==> src/rtl/rotor_stage.sv <==
// Enigma rotor stage: ring/position-offset permutation of one symbol per valid/ready handshake.
// Latency 1 cycle; single output register, in_ready drops while an unaccepted result is held.
module rotor_stage #(
  parameter int N = 26,
  parameter int W = 5,
  parameter logic [N*W-1:0] WIRING = {
    5'd6,  5'd11, 5'd13, 5'd8,  5'd3,  5'd12, 5'd5,  5'd4,  5'd2,
    5'd7,  5'd9,  5'd16, 5'd1,  5'd23, 5'd25, 5'd15, 5'd17, 5'd21,
    5'd24, 5'd20, 5'd0,  5'd18, 5'd10, 5'd19, 5'd14, 5'd22},
  parameter int NOTCH = 16
) (
  input  logic         clk,
  input  logic         rst_n,
  input  logic         cfg_load,
  input  logic [W-1:0] pos_in,
  input  logic [W-1:0] ring_in,
  input  logic         step,
  output logic         carry_out,
  output logic [W-1:0] position,
  input  logic         in_valid,
  output logic         in_ready,
  input  logic         in_dir,
  input  logic [W-1:0] in_data,
  output logic         out_valid,
  input  logic         out_ready,
  output logic [W-1:0] out_data,
  output logic         out_err
);

  localparam logic [W:0]   NW    = (W+1)'(N);
  localparam logic [W-1:0] LAST  = W'(N-1);
  localparam logic [W-1:0] NOTCH_POS = W'(NOTCH);

  function automatic bit wiring_ok();
    logic [N-1:0] seen;
    seen = '0;
    for (int i = 0; i < N; i++) begin
      int v;
      v = int'(WIRING[W*i +: W]);
      if (v >= N) return 1'b0;
      if (seen[v]) return 1'b0;
      seen[v] = 1'b1;
    end
    return 1'b1;
  endfunction

  if (!wiring_ok()) begin : g_bad_wiring
    $error("rotor_stage: WIRING is not a permutation of 0..N-1");
  end

  // Operands are < N, so one conditional subtract completes the reduction.
  function automatic logic [W-1:0] mod_n(input logic [W:0] x);
    return (x >= NW) ? W'(x - NW) : W'(x);
  endfunction

  logic [W-1:0] ring;
  logic [W-1:0] fwd_tab [N];
  logic [W-1:0] inv_tab [N];

  for (genvar i = 0; i < N; i++) begin : g_tab
    assign fwd_tab[i] = WIRING[W*i +: W];
    assign inv_tab[WIRING[W*i +: W]] = W'(i);
  end

  logic         in_err;
  logic [W-1:0] off;
  logic [W-1:0] idx;
  logic [W-1:0] tab_v;
  logic [W-1:0] res;

  always_comb begin
    in_err = ({1'b0, in_data} >= NW);
    off    = mod_n({1'b0, position} + NW - {1'b0, ring});
    idx    = in_err ? '0 : mod_n({1'b0, in_data} + {1'b0, off});
    tab_v  = in_dir ? inv_tab[idx] : fwd_tab[idx];
    res    = mod_n({1'b0, tab_v} + NW - {1'b0, off});
  end

  assign in_ready = !out_valid || out_ready;

  always_ff @(posedge clk or negedge rst_n) begin
    if (!rst_n) begin
      position  <= '0;
      ring      <= '0;
      carry_out <= 1'b0;
    end else begin
      carry_out <= 1'b0;
      if (cfg_load) begin
        position <= W'(int'(pos_in) % N);
        ring     <= W'(int'(ring_in) % N);
      end else if (step) begin
        position  <= (position == LAST) ? '0 : position + 1'b1;
        carry_out <= (position == NOTCH_POS);
      end
    end
  end

  always_ff @(posedge clk or negedge rst_n) begin
    if (!rst_n) begin
      out_valid <= 1'b0;
      out_data  <= '0;
      out_err   <= 1'b0;
    end else if (in_valid && in_ready) begin
      out_valid <= 1'b1;
      out_data  <= in_err ? '0 : res;
      out_err   <= in_err;
    end else if (out_ready) begin
      out_valid <= 1'b0;
    end
  end

endmodule

==> config.mk <==
export PLATFORM = sky130hd
export DESIGN_NAME = rotor_stage
export DESIGN_NICKNAME = d
export VERILOG_FILES = /design/src/rtl/rotor_stage.sv
export SDC_FILE = /design/constraint.sdc
export NUM_CORES = 1
export LEC_CHECK = 0
export CAP_MARGIN = 30
export CORE_MARGIN = 2
export CORE_UTILIZATION = 30
export DETAILED_ROUTE_END_ITERATION = 7
export DONT_BUFFER_PORTS = 1
export SYNTH_ARGS = -nofsm -noshare
export SYNTH_HDL_FRONTEND = slang
export SYNTH_SLANG_ARGS = --single-unit
==> constraint.sdc <==
create_clock -name clk -period 12.65 [get_ports clk]
set_clock_uncertainty 0.05 [all_clocks]
set_input_delay 1.265 -clock clk [delete_from_list [all_inputs] [get_ports clk]]
set_output_delay 1.265 -clock clk [all_outputs]
set_load 0.05 [all_outputs]
==> reports/results.txt, run 1 <==
Overall Global Routing Usage: 12.5%
Routed length on met2: 2450 um
H-tree depth: 1
# hold bufs at CTS: 0
Slowest cell on the critical path: dfrtp_1
Synth area leaders: ha_1, dfrtp_1, inv_1, nand2_1, xnor2_1
CP required: 12.74 ns
Clk slew on worst S/H paths: 0.07 ns
Core area: 0.00830 mm^2
Final TNS setup: 0 ns
Worst R2R Start: position[1]
Post-synthesis sequential area ratio: 17.3%
First-pass GRT wire length: 10100 um
GRT overflow: 0
Post-Layout Cell Count: 425
Placement Cell Area: 0.00268 mm^2
Drt first-iter violations: 178
Hpwl dp: 4720 um
Synth Area in XOR/XNOR: 5.67%
Final Slew Violations: 0
Worst-Margin Slew: 0.928 ns
Top cell type's share of synthesized area: 20.2%
CTS tree: yes
Crit start category: flop
CP Class: reg2reg
Initial antenna violation count: 0
Largest family of logic cells by synthesized area: compound AO/OA/AOI/OAI gates
Routability Congestion: 0.913
Post-route cell area: 0.00275 mm^2
Final WL: 5820 um
Crit path time final: 8.50 ns
Synth Cell Area: 0.00260 mm^2
Post-synthesis compound-gate area fraction: 25.5%
Syn_area_per_cell: 7.96 um^2
Slack of the worst reg-to-reg path: 4.15 ns
Via density: 5.43
Root Buffer: clkbuf_8
CP max FO: 10
1st-pass router iterations: 5
Yosys top cell by area: ha_1
Mux cell area share after synthesis: 5.09%
Final Cycle Share: 67.2%
Seq cells post-synth: 18
Met3 wire length: 393 um
Post-Synth Simple-Gate Area: 16.0%
Main synth FF type: dfrtp_1
Port Buffers: 0
Commonest cells in the netlist: ha_1, inv_1, nand2_1, a21oi_1, dfrtp_1
Unrepaired setup endpoints after global routing: no
DP Cell Count: 420
Endpoints failing setup: 0
DRC Markers: 0
Worst Hold Class: reg2reg
Vias in the first global route: 2164
Post-synth EDFFs: 0
Layout Nets: 388
CP Launch Point: position[1]
Average wire per standard cell: 13.7 um
Ys async rst share: 100%
Largest net degree at the start of global routing: 22
Slew headroom: 38.2%
Chip Height: 97.2 um
FMAX: 118 MHz
Most numerous cell in the Yosys netlist: ha_1
Full die area: 0.00944 mm^2
Fraction of final layout cells with drive strength greater than 1: 4.69%
Site row count: 33
Area share of fa/ha/maj cells after synthesis: 22.5%
Status: complete, no violations
Gate Count Post-Synth: 327
Setup bufs post-CTS: 0
Highest routed layer: met4
Hold Path End: ring[4]
CP max stage delay: 0.67 ns
Num CTS Buffers: 3
Synth warnings: 0
Mapped Nets: 394
Bufs on Longest Clock Path: 2
Clk_lat worst skew: 0.25 ns
FF-to-FF path depth: 32
WP data arrival: 8.59 ns
Area grow syn2layout: 5.48%
Hold_sp: ring[4]
I/O pin total: 36
Number of distinct library cells after synthesis: 57
Vias: 2309
M1 wire length: 2850 um
Crit. End Element: flop
CTS sink cnt: 18
Final hold viol count: 0
Number of routed nets with antenna violations: 0
Post_cts resized: 0
Antenna cells: 0
Hold Path Cell Cnt: 2
Max_cap viols: 0
Chip Width: 97.2 um
Critical R2R Capture: out_data[3]
Starting Density: 31.4%
==> placed cells by master, fill, tap and decap left out, types with 3 or more instances in the layout <==
cell	instances
a21oi_1	20
o211ai_1	7
nand2b_1	3
a311oi_1	4
xnor2_1	13
mux2i_1	11
nor2_1	16
or3_1	5
dfrtp_1	18
or2_1	3
o21ai_0	16
nand2_1	34
clkbuf_8	4
a211oi_1	3
ha_1	42
nand3_1	11
nor3_1	7
nand4_1	5
a21o_1	7
a31oi_1	3
fa_1	3
inv_1	41
==> critical path, delay by kind of cell, from the launching register on <==
| kind | cells | cell delay [ns] |
|---|---|---|
| compound gates | 12 | 2.37 |
| xor+xnor | 5 | 0.99 |
| fa+ha+maj | 7 | 2.50 |
| buf+inv | 4 | 0.54 |
| flops | 1 | 0.67 |
| simple gates | 4 | 1.25 |
==> per-stage QoR <==
stage	hold slack (ns)	worst slack, ns	util (%)
finish	0.481	4.15	33.1
global route	0.504	3.51	33.1
CTS	0.487	4.03	33.0
detailed placement	0.467	4.06	32.3
global placement	0.461	4.23	32.3
floorplan	0.435	4.94	-
==> layout make-up <==
type / instances / area (um^2)
fill: 862 / 5550
clock buffer: 4 / 55.1
inverter: 41 / 154
timing repair buffer: 1 / 7.51
sequential: 18 / 450
tap: 105 / 131
multi-input combinational: 256 / 1950
==> sequential cells by signal, summed over array words and instances (netlist names) <==
name / cells
out_err: 1
position: 5
out_valid: 1
out_data: 5
ring: 5
carry_out: 1
==> layer usage <==
| layer | track usage, % | vias up |
|---|---|---|
| met5 | 0 | - |
| li1 | - | 1160 |
| met1 | 17.7 | 1031 |
| met4 | 3.58 | 0 |
| met2 | 19.4 | 96 |
| met3 | 2.23 | 22 |
==> worst max path at each step <==
| stage | cells past startpoint | to | slack [ns] |
|---|---|---|---|
| final | 32 | out_data[3] | 4.15 |
| after global routing | 31 | out_data[3] | 3.51 |
| after CTS | 29 | out_data[3] | 4.03 |
| after detailed placement | 29 | out_data[3] | 4.06 |
| after global placement | 29 | out_data[3] | 4.23 |
| after floorplan | 33 | out_data[3] | 4.94 |
==> logic make-up (layout without fill, tap and decap cells) <==
group | count (synthesis) | after routing
compound gates | 92 | 92
simple gates | 90 | 90
buf+inv | 53 | 46
fa+ha+maj | 45 | 45
flops | 18 | 18
xor+xnor | 16 | 16
mux | 13 | 13
Power of run 1 is not shown: default switching activity piles up to over one toggle a cycle in this logic, so the estimate is an artifact.
==> inputs of run 2 (changes only) <==
==> constraint.sdc (replaced) <==
create_clock -name clk -period 7.7 [get_ports clk]
set_clock_uncertainty 0.05 [all_clocks]
set_input_delay 0.77 -clock clk [delete_from_list [all_inputs] [get_ports clk]]
set_output_delay 0.77 -clock clk [all_outputs]
set_load 0.05 [all_outputs]
==> run 2 against run 1 <==
- maximum frequency increased by 15%
- highest routed layer unchanged
- final cell count increased by 4.5%
- sequential share of layout area decreased by 1.3 points
==> reports/results.txt, run 2 (synthesized netlist as in run 1, its figures left out) <==
Final Slew Violations: 0
Critical path endpoint: out_data[3]
First-pass GRT wire length: 10600 um
Number of routed nets with antenna violations: 0
Post-Layout Cell Count: 444
1st-pass router iterations: 4
Slowest cell on the critical path: a311o_2
Vias: 2390
Slew headroom: 47.3%
Clk slew on worst S/H paths: 0.07 ns
Bufs on Longest Clock Path: 2
GRT overflow: 0
WP data arrival: 7.47 ns
# fillers: 832
FF/Latch Area: 452 um^2
Clk_lat worst skew: 0.25 ns
Crit. End Element: flop
Area grow syn2layout: 14.6%
Overall Global Routing Usage: 13.2%
Via density: 5.38
CP max stage delay: 0.44 ns
CP max FO: 5
Num CTS Buffers: 3
I/O pin total: 36
CP Launch Point: position[1]
Vias in the first global route: 2205
Fraction of final layout cells with drive strength greater than 1: 13.9%
Site row count: 33
Starting Density: 31.4%
Port Buffers: 0
Critical R2R Capture: out_data[3]
Worst Hold Class: in2async
FMAX: 135 MHz
Regs by FF count: out_data x5, position x5, ring x5
Final hold viol count: 0
Core area: 0.00830 mm^2
Slack of the worst reg-to-reg path: 0.32 ns
Worst-Margin Slew: 0.780 ns
Average wire per standard cell: 14.2 um
Cell mode on critical path: ha_1
Final WL: 6300 um
Crit path time final: 7.38 ns
Chip Height: 97.2 um
Endpoints failing setup: 0
Routability Congestion: 0.907
DP Cell Count: 435
CP required: 7.79 ns
Full die area: 0.00944 mm^2
Root Buffer: clkbuf_8
Chip Width: 97.2 um
Hpwl dp: 4960 um
# hold bufs at CTS: 0
Worst R2R Start: position[1]
CTS sink cnt: 18
Layout Nets: 407
CP Class: reg2reg
Crit start category: flop
H-tree depth: 1
Multi-input logic area: 0.00204 mm^2
Drt first-iter violations: 155
FF-to-FF path depth: 34
Commonest non-fill, non-tap cells in the layout: inv_1, ha_1, nand2_1, buf_4, a21oi_1
Largest net degree at the start of global routing: 22
Max_cap viols: 0
DRC Markers: 0
Status: complete, no violations
Initial antenna violation count: 0
Antenna cells: 0
CTS tree: yes
Final Cycle Share: 95.9%
==> run 2: changes by cell type in the layout (fill, tap and decap cells not counted), sizes merged <==
cell	previous run	this run
buf	1	20
==> run 2: layout make-up <==
type / count / area share, %
sequential: 18 / 15.1
inverter: 41 / 5.16
clock buffer: 4 / 1.85
timing repair buffer: 20 / 5.03
tap: 105 / 4.40
multi-input combinational: 256 / 68.4
==> run 2: worst min-delay path by stage <==
stage,to,slack (ns),cells after the start
CTS,position[3],0.15,0
floorplan,carry_out,0.42,0
detailed placement,position[3],0.42,0
global route,position[3],0.14,0
global placement,position[3],0.42,0
finish,position[3],0.15,0
==> run 2: stage by stage <==
stage / hold slack, ns / cell area [um^2] / TNS, ns / setup slack [ns] / util, %
floorplan: 0.424 / 2610 / 0 / 0.163 / -
global placement: 0.425 / 2800 / 0 / 0.118 / 33.7
detailed placement: 0.425 / 2800 / 0 / 0.0137 / 33.7
CTS: 0.145 / 2860 / 0 / 0.0470 / 34.5
global route: 0.136 / 2980 / -0.0223 / -0.0223 / 35.9
finish: 0.151 / 2980 / 0 / 0.315 / 35.9
==> run 2: repair_timing <==
item | 4_1_cts | 5_1_grt
resized for setup | 1 | 14
pin swaps | 0 | 4
setup buffers | 0 | 5
endpoints found under the setup margin | 1 | 4
==> run 2: critical path: cells and delay by family, from the launching register on <==
family	cells	cell delay [ns]
flip-flops	1	0.35
buffers and inverters	5	0.44
XOR/XNOR	3	0.38
AO/OA/AOI/OAI	12	2.51
adder cells (fa/ha/maj)	8	2.24
multiplexers	1	0.37
AND/OR/NAND/NOR	5	0.92
==> run 2: metal layers <==
layer | share of wire [%] | GRT usage (%)
met5 | 0 | 0
met4 | 1.7 | 3.58
met2 | 45 | 20.8
met3 | 6.8 | 2.45
met1 | 47 | 18.5
Power of run 2 is left out for the same reason.
